--- src/rtl/i2s_sample_tx.sv ---
// i2s_sample_tx: FIFO-buffered Philips I2S transmitter.
// Each sample is mirrored on both slots; bclk/lrclk are derived from clk.
module i2s_sample_tx #(
    parameter int DATA_WIDTH = 16,
    parameter int BCLK_DIV   = 2,
    parameter int FIFO_DEPTH = 4,
    parameter int FIFO_AW    = 2
) (
    input  logic                  clk,
    input  logic                  reset,
    input  logic [DATA_WIDTH-1:0] data_in,
    input  logic                  data_valid,
    input  logic                  enable,
    output logic                  i2s_bclk,
    output logic                  i2s_lrclk,
    output logic                  i2s_sd,
    output logic                  fifo_full,
    output logic [FIFO_AW:0]      fifo_level,
    output logic                  overflow,
    output logic                  underrun
);
    localparam int BW = $clog2(2 * DATA_WIDTH);
    localparam int SW = (DATA_WIDTH > 1) ? $clog2(DATA_WIDTH) : 1;
    localparam int CW = (BCLK_DIV > 1) ? $clog2(BCLK_DIV) : 1;

    localparam logic [CW-1:0] DIV_LAST = CW'(BCLK_DIV - 1);
    localparam logic [BW-1:0] BIT_LAST = BW'(2 * DATA_WIDTH - 1);
    localparam logic [BW-1:0] SLOT_LEN = BW'(DATA_WIDTH);
    localparam logic [SW-1:0] MSB_IDX  = SW'(DATA_WIDTH - 1);
    localparam logic [FIFO_AW:0] LVL_MAX = (FIFO_AW + 1)'(FIFO_DEPTH);

    typedef enum logic {
        IDLE,
        RUN
    } state_t;

    state_t state;
    state_t state_nxt;

    logic [DATA_WIDTH-1:0] mem [FIFO_DEPTH];
    logic [FIFO_AW-1:0]    wr_ptr;
    logic [FIFO_AW-1:0]    rd_ptr;
    logic [FIFO_AW:0]      count;
    logic [CW-1:0]         div_cnt;
    logic [BW-1:0]         bit_idx;
    logic [DATA_WIDTH-1:0] frame_word;

    logic          div_tc;
    logic          fall;
    logic          load;
    logic          wr;
    logic          pop;
    logic [BW-1:0] bit_nxt;
    logic [BW-1:0] slot_pos;
    logic [SW-1:0] sd_sel;
    logic          sd_nxt;
    logic          lr_nxt;

    assign fifo_full  = (count == LVL_MAX);
    assign fifo_level = count;

    always_ff @(posedge clk or posedge reset) begin
        if (reset) state <= IDLE;
        else       state <= state_nxt;
    end

    // First falling edge out of IDLE acts as a frame load at the last bit.
    always_comb begin
        state_nxt = state;
        if (!enable)   state_nxt = IDLE;
        else if (fall) state_nxt = RUN;
    end

    always_comb begin
        div_tc  = enable && (div_cnt == DIV_LAST);
        fall    = div_tc && i2s_bclk;
        bit_nxt = BIT_LAST;
        if (state == RUN) begin
            bit_nxt = (bit_idx == BIT_LAST) ? '0 : bit_idx + 1'b1;
        end
        load     = fall && (bit_nxt == BIT_LAST);
        wr       = data_valid && !fifo_full;
        pop      = load && (count != '0);
        slot_pos = (bit_nxt >= SLOT_LEN) ? bit_nxt - SLOT_LEN : bit_nxt;
        sd_sel   = MSB_IDX - SW'(slot_pos);
        sd_nxt   = frame_word[sd_sel];
        lr_nxt   = (bit_nxt != BIT_LAST)
                && (bit_nxt >= SLOT_LEN - 1'b1);
    end

    always_ff @(posedge clk) begin
        if (wr) mem[wr_ptr] <= data_in;
    end

    always_ff @(posedge clk or posedge reset) begin
        if (reset) begin
            wr_ptr   <= '0;
            rd_ptr   <= '0;
            count    <= '0;
            overflow <= 1'b0;
            underrun <= 1'b0;
        end else begin
            overflow <= data_valid && fifo_full;
            underrun <= load && (count == '0);
            if (wr)  wr_ptr <= wr_ptr + 1'b1;
            if (pop) rd_ptr <= rd_ptr + 1'b1;
            case ({wr, pop})
                2'b10:   count <= count + 1'b1;
                2'b01:   count <= count - 1'b1;
                default: count <= count;
            endcase
        end
    end

    // On a load edge sd still shifts out the old word's last bit.
    always_ff @(posedge clk or posedge reset) begin
        if (reset) begin
            div_cnt    <= '0;
            i2s_bclk   <= 1'b0;
            i2s_lrclk  <= 1'b0;
            i2s_sd     <= 1'b0;
            bit_idx    <= '0;
            frame_word <= '0;
        end else if (!enable) begin
            div_cnt    <= '0;
            i2s_bclk   <= 1'b0;
            i2s_lrclk  <= 1'b0;
            i2s_sd     <= 1'b0;
            bit_idx    <= '0;
            frame_word <= '0;
        end else begin
            div_cnt <= div_tc ? '0 : div_cnt + 1'b1;
            if (div_tc) i2s_bclk <= ~i2s_bclk;
            if (fall) begin
                bit_idx   <= bit_nxt;
                i2s_sd    <= sd_nxt;
                i2s_lrclk <= lr_nxt;
            end
            if (load) frame_word <= pop ? mem[rd_ptr] : '0;
        end
    end

endmodule

--- config.mk ---
export PLATFORM = sky130hd
export DESIGN_NAME = i2s_sample_tx
export DESIGN_NICKNAME = d
export VERILOG_FILES = /design/src/rtl/i2s_sample_tx.sv
export SDC_FILE = /design/constraint.sdc
export NUM_CORES = 1
export LEC_CHECK = 0
export ABC_AREA = 0
export CAP_MARGIN = 0
export CELL_PAD_IN_SITES_DETAIL_PLACEMENT = 1
export CELL_PAD_IN_SITES_GLOBAL_PLACEMENT = 2
export CORE_MARGIN = 2
export CORE_UTILIZATION = 40
export CTS_BUF_LIST = sky130_fd_sc_hd__clkbuf_4 sky130_fd_sc_hd__clkbuf_8 sky130_fd_sc_hd__clkbuf_16
export CTS_CLUSTER_DIAMETER = 60
export DETAILED_ROUTE_END_ITERATION = 10
export PLACE_DENSITY = 0.76
export SKIP_CTS_REPAIR_TIMING = 1
export SYNTH_ARGS = -nofsm -noshare
export SYNTH_HDL_FRONTEND = slang
export SYNTH_SLANG_ARGS = --single-unit
--- constraint.sdc ---
create_clock -name clk -period 4.4 [get_ports clk]
set_clock_uncertainty 0.05 [all_clocks]
set_input_delay 0.44 -clock clk [delete_from_list [all_inputs] [get_ports clk]]
set_output_delay 0.44 -clock clk [all_outputs]
set_load 0.005 [all_outputs]
# --- Word level (Yosys, flattened, before mapping) ---
# Memory sizes are Yosys's and may differ from the RTL's.
# Index checks and enable logic that the tools add are counted.
op_classes:
  shifts: 0
  n_addsub: 8
  reduce_logical: 12
  bitwise: 1
  n_div: 0
  order_cmp: 3
  multipliers: 0
  muxes: 23
  eq_ne: 9
ops:
  columns: ["op", "n"]
  rows:
  - ["2-to-1 mux 16 bit", 3]
  - ["2-to-1 mux 5 bit", 4]
  - ["2-to-1 mux 1 bit", 13]
  - ["equality test 5 bit, second input constant", 2]
  - ["logical AND 1 bit", 8]
  - ["inequality test 2 x 1 -> 1 bit, second input constant", 3]
  - ["one-hot mux 3 bit (2 select lines)", 1]
  - ["adder 5 x 1 -> 5 bit, second input constant", 1]
  - [">= comparator 5 x 4 -> 1 bit, second input constant", 1]
  - [">= comparator 5 bit, second input constant", 1]
  - ["less-than comparator 4 x 5 -> 1 bit, second input constant", 1]
  - ["inequality test 5 bit, second input constant", 1]
  - ["adder 2 x 1 -> 2 bit, second input constant", 2]
  - ["binary-select mux 1 bit (select 4 bit)", 1]
  - ["2-to-1 mux 4 bit", 1]
  - ["subtractor 4 x 1 -> 4 bit, second input constant", 1]
  - ["subtractor 4 bit, first input constant", 1]
  - ["adder 3 x 1 -> 3 bit, second input constant", 1]
  - ["equality test 3 bit, second input constant", 1]
  - ["zero test 3 bit", 1]
  - ["nonzero test 3 bit", 1]
  - ["subtractor 3 x 1 -> 3 bit, second input constant", 1]
  - ["equality test 2 x 1 -> 1 bit, second input constant", 1]
  - ["equality test 2 bit, second input constant", 1]
  - ["4 further kinds", 4]
word_totals:
  reg_bits: 35
  memories: 1
  latchBits: 0
  ramBits: 64
  romBits: 0
  out_inout_bits: 9
mem_list:
  columns: ["memory", "depth", "width", "rd", "rd_ports_with_merged_regs", "write_ports", "line_no", "rtl"]
  rows:
  - ["mem", 4, 16, 1, 0, 1, "40", "logic [DATA_WIDTH-1:0] mem [FIFO_DEPTH];"]

# --- Depth between registers and ports, before layout ---
logic_depth:
  ltp_word: 10
  mapped_depth: 14
  mapped_depth_nobuf: 13

# --- Worst setup path before layout ---
# No wires, ideal clock.
synth_path:
  path_type: "register to register"
  from: "register bit_idx[0]"
  to: "register count[2], in the netlist fifo_level[2]"
  path_stages_with_launch: 15
  required_ps: 4271
  synth_period_minus_slack_ps: 3262
  n_path_buf: 1
  t_arrival_ps: 3133
  setup_time_ps: 79
  path_slack_ps: 1138
  cell_sequence: "dfrtp_1 -> ha_1 -> and3_1 -> ha_1 -> clkbuf_1 -> nand2b_4 -> o41a_1 -> a211oi_4 -> and2_1 -> ha_1 -> inv_1 -> fa_1 -> xor2_1 -> nor2_1 -> xor2_1"
synth_via:
  elab_chain_len: 8
  elab_cells_between_ends: 11
  classes_between: "add/sub (1); eq/ne (4); mux (3); reduce/logical (3)"
synth_rtl:
  columns: ["item", "line_no", "rtl"]
  rows:
  - ["start, declared", "45", "logic [BW-1:0] bit_idx;"]
  - ["start signal, assigned", "135", "bit_idx <= bit_nxt;"]
  - ["adder 5 x 1 -> 5 bit or equality test 5 bit (tied branches)", "79", "bit_nxt = (bit_idx == BIT_LAST) ? '0 : bit_idx + 1'b1;"]
  - ["2-to-1 mux 5 bit *", "79", null]
  - ["2-to-1 mux 5 bit *", "78", "if (state == RUN) begin"]
  - ["equality test 5 bit *", "81", "load = fall && (bit_nxt == BIT_LAST);"]
  - ["logical AND 1 bit *", "81", null]
  - ["logical AND 1 bit *", "83", "pop = load && (count != '0);"]
  - ["equality test 2 x 1 -> 1 bit or equality test 2 bit (tied branches)", "107", "case ({wr, pop})"]
  - ["one-hot mux 3 bit (2 select lines) or nonzero test 2 bit (tied branches)", null, null]
  - ["end signal, assigned", "108", "2'b10: count <= count + 1'b1;"]
  - ["end signal, assigned", "109", "2'b01: count <= count - 1'b1;"]
  - ["end signal, assigned", "110", "default: count <= count;"]
  - ["end, declared", "43", "logic [FIFO_AW:0] count;"]
# Mark *: on every way between the ends. The rest lies on a longest branch, timed or not.
# A chain may end at the register's enable or synchronous reset.

# --- Worst setup path in the final report ---
# Same ends and word-level chain as after synthesis.

==> out/qor.csv <==
stage,metric,value,unit
status,status,finished clean,
setup_path,FF-to-FF Start,bit_idx[0],
synthesis,Syn Area/Cell,14.75,um^2
synthesis,unique cell type count in the Yosys netlist,41,
cells_and_area,layout cells sized above 1,12.97,%
setup_path,Crit Path Class,flip-flop to flip-flop,
cts,clock tree from TritonCTS,done,
synthesis,post-synthesis register bit count,99,
pwr,Pwr Density,501.1,nW/um^2
synthesis,register area share after synthesis,67.25,%
synthesis,Syn Nets,310,
global_routing,number of global-route vias before repair,2445,
synthesis,Netlist Area Pre-Place,4160,um^2
setup_path,arrival time worst endpoint,3710,ps
drt,drt wl/cell,17.19,um
drt,via count,2339,
timing,Final Critical Period,3466,ps
setup_path,"most used cell, CP",ha_1,
cells_and_area,FF/Latch Area,2798,um^2
pwr,leak pwr,0.001743,uW
timing,Setup TNS Final,0,ps
setup_path,worst reg2reg setup slack,930,ps
hold_path,HP Class,flip-flop to flip-flop,
setup_path,R2R cell count,13,
global_routing,GRT Residual Overflow,0,
floorplanning,die area,11230,um^2
floorplanning,area of the core,10230,um^2
placement,gp weighted congestion,0.8284,
setup_path,Buf/Inv on CP,1,
drt,drt first pass iters,4,
cts,Max clock buf depth,2,
drt,Post-route DRC,0,
cells_and_area,Ant. Diodes,0,
drt,Via-to-Cell Ratio,5.175,
floorplanning,std cell rows,37,
synthesis,"Top FF cell, synth",edfxtp_1,
setup_path,cell breakdown of the critical path,ha_1 -> and3_1 -> ha_1 -> nand2b_4 -> o41a_1 -> a211oi_4 -> and2_1 -> ha_1 -> inv_1 -> fa_1 -> xor2_1 -> nor2_1 -> xor2_1,
synthesis,Synth Instances,282,
timing,worst rel slew slack,41.41,%
setup_path,kind of launch point of the worst setup path,flip-flop,
cells_and_area,Filler cells,1032,
setup_path,"Max FO, Critical Path",14,
timing,RSZ-0062 raised after global routing,false,
global_routing,initial antenna violation count,0,
timing,Setup Viol. Count Final,0,
cts,clock sink count,99,
setup_path,CP endpoint,fifo_level[2],
cts,total CTS buffers,9,
synthesis,"EDFF count, synth",64,
global_routing,largest net degree at the start of global routing,36,
synthesis,Synth Warn #,0,
drt,post-route ant nets,0,
timing,fin. max-slew vios,0,
synthesis,ys async rst share,35.35,%
placement,IO buf count,28,
setup_path,Top delay family on crit path,adder cells,
setup_path,CP Capture Type,flip-flop,
timing,Slew @ Worst Pin,878.9,ps
drt,Starting DRT DRC Count,58,
timing,Final Hold Viols,0,
cts,H-tree levels,3,
setup_path,Critical Path Source,bit_idx[0],
drt,drt total wl,7769,um
floorplanning,Die Ht,106.0,um
cells_and_area,Final Util,46.66,%
setup_path,Critical-path top delay cell,dfrtp_1,
cells_and_area,footprint of the multi-input gates,1250,um^2
floorplanning,Ports,29,
global_routing,first-pass GRT wire length,12970,um
setup_path,Critical Path Max Stage Delay,540,ps
setup_path,Worst EP required,4650,ps
cts,Worst-Skew Late Latency,360,ps
cells_and_area,final net count,339,
global_routing,GRT Util Overall,15.18,%
cells_and_area,Layout area overhead,14.74,%
pwr,maximum VDD drop,0.0002019,V
placement,post-DP HPWL,5155,um
timing,Peak Freq,288.5,MHz
timing,fin crit share,78.76,%
floorplanning,starting density of the core,40.66,%
job,max-cap violation count,0,
floorplanning,die span in x,106.0,um
cts,"Reg clk slew, reported paths",90,ps
setup_path,number of cells on the critical path,13,
setup_path,worst r2r dst,fifo_level[2],
cts,clk root buf,clkbuf_8,
flip-flops by register name, indices dropped and copies added (netlist names), 2 cells and up:
name and count:
rd_ptr 2, fifo_level 3, frame_word 16, mem 64, wr_ptr 2, bit_idx 5
cells in the mapped netlist, types with 2 or more instances:
master,n,area share (%)
edfxtp_1,64,46
dfrtp_1,35,21
nand2_1,25,2.3
nand3_1,23,2.8
o21ai_0,21,2.5
mux4_2,17,9.2
inv_1,13,1.2
clkbuf_1,9,0.81
nor2_1,9,0.81
ha_1,7,2.1
and3_1,6,0.90
xnor2_1,6,1.3
and2_1,4,0.60
mux2i_1,4,0.96
a21oi_1,3,0.36
a31oi_1,3,0.45
buf_2,3,0.36
xor2_1,3,0.63
buf_4,2,0.36
nor2b_1,2,0.30
nor3_1,2,0.24
o31ai_1,2,0.36
per-layer routing:
| layer | GRT usage [%] | part of all wire [%] | up-vias |
|---|---|---|---|
| met5 | 0 | 0 | - |
| met4 | 4.229 | 1.0 | 0 |
| met3 | 4.292 | 2.8 | 8 |
| met2 | 23.23 | 47 | 32 |
| met1 | 21.45 | 49 | 1195 |
| li1 | - | - | 1104 |
worst min path at each step:
stage,start,endpoint,cells after the start
3_3_place_gp,div_cnt,div_cnt,1
6_report,div_cnt,div_cnt,1
5_1_grt,div_cnt,div_cnt,1
3_5_place_dp,div_cnt,div_cnt,1
4_1_cts,div_cnt,div_cnt,1
2_1_floorplan,div_cnt,div_cnt,1
layout make-up:
cell class	instances	share of cell area, %
timing repair buffer	32	6.501
clock inverter	6	1.363
multi-input combinational	156	26.19
tap	136	3.565
clock buffer	10	2.752
sequential	99	58.61
inverter	13	1.022
cells by family after synthesis:
kind of cell	Yosys count	share of synthesized area, %
mux	21	10.17
flops	99	67.25
compound gates	39	5.985
xor+xnor	9	1.895
simple gates	79	9.414
buf+inv	27	2.707
fa+ha+maj	8	2.586
stage by stage:
| step | instances | hold slack (ps) | cell area, um^2 | power (uW) | setup slack (ps) |
|---|---|---|---|---|---|
| floorplan | 282 | 400.0 | 4160 | 1653 | 1138 |
| global placement | 436 | 419.6 | 4577 | 1837 | 1012 |
| detailed placement | 436 | 426.2 | 4577 | 1858 | 934.8 |
| CTS | 452 | 437.4 | 4773 | 2440 | 942.4 |
| global route | 452 | 464.4 | 4773 | 2531 | 752.2 |
| finish | 452 | 431.1 | 4773 | 2392 | 934.4 |
cell usage in the layout (no fill, tap or decap), types with 2 or more instances in the layout:
cell type        instances
edfxtp_1                64
dfrtp_1                 35
clkdlybuf4s50_1         28
nand2_1                 25
nand3_1                 23
o21ai_0                 21
mux4_2                  17
inv_1                   13
nor2_1                   9
clkbuf_8                 9
ha_1                     7
xnor2_1                  6
and3_1                   6
mux2i_1                  4
and2_1                   4
buf_4                    4
a31oi_1                  3
xor2_1                   3
a21oi_1                  3
nor2b_1                  2
o31ai_1                  2
nor3_1                   2
clkinv_2                 2
power by group:
group | switching [uW] | internal (uW) | total [uW]
Clock | 309 | 270 | 579
Combinational | 246 | 271 | 517
Sequential | 125 | 1170 | 1300
Total | 680 | 1710 | 2390
(Power assumes the default switching activity.)
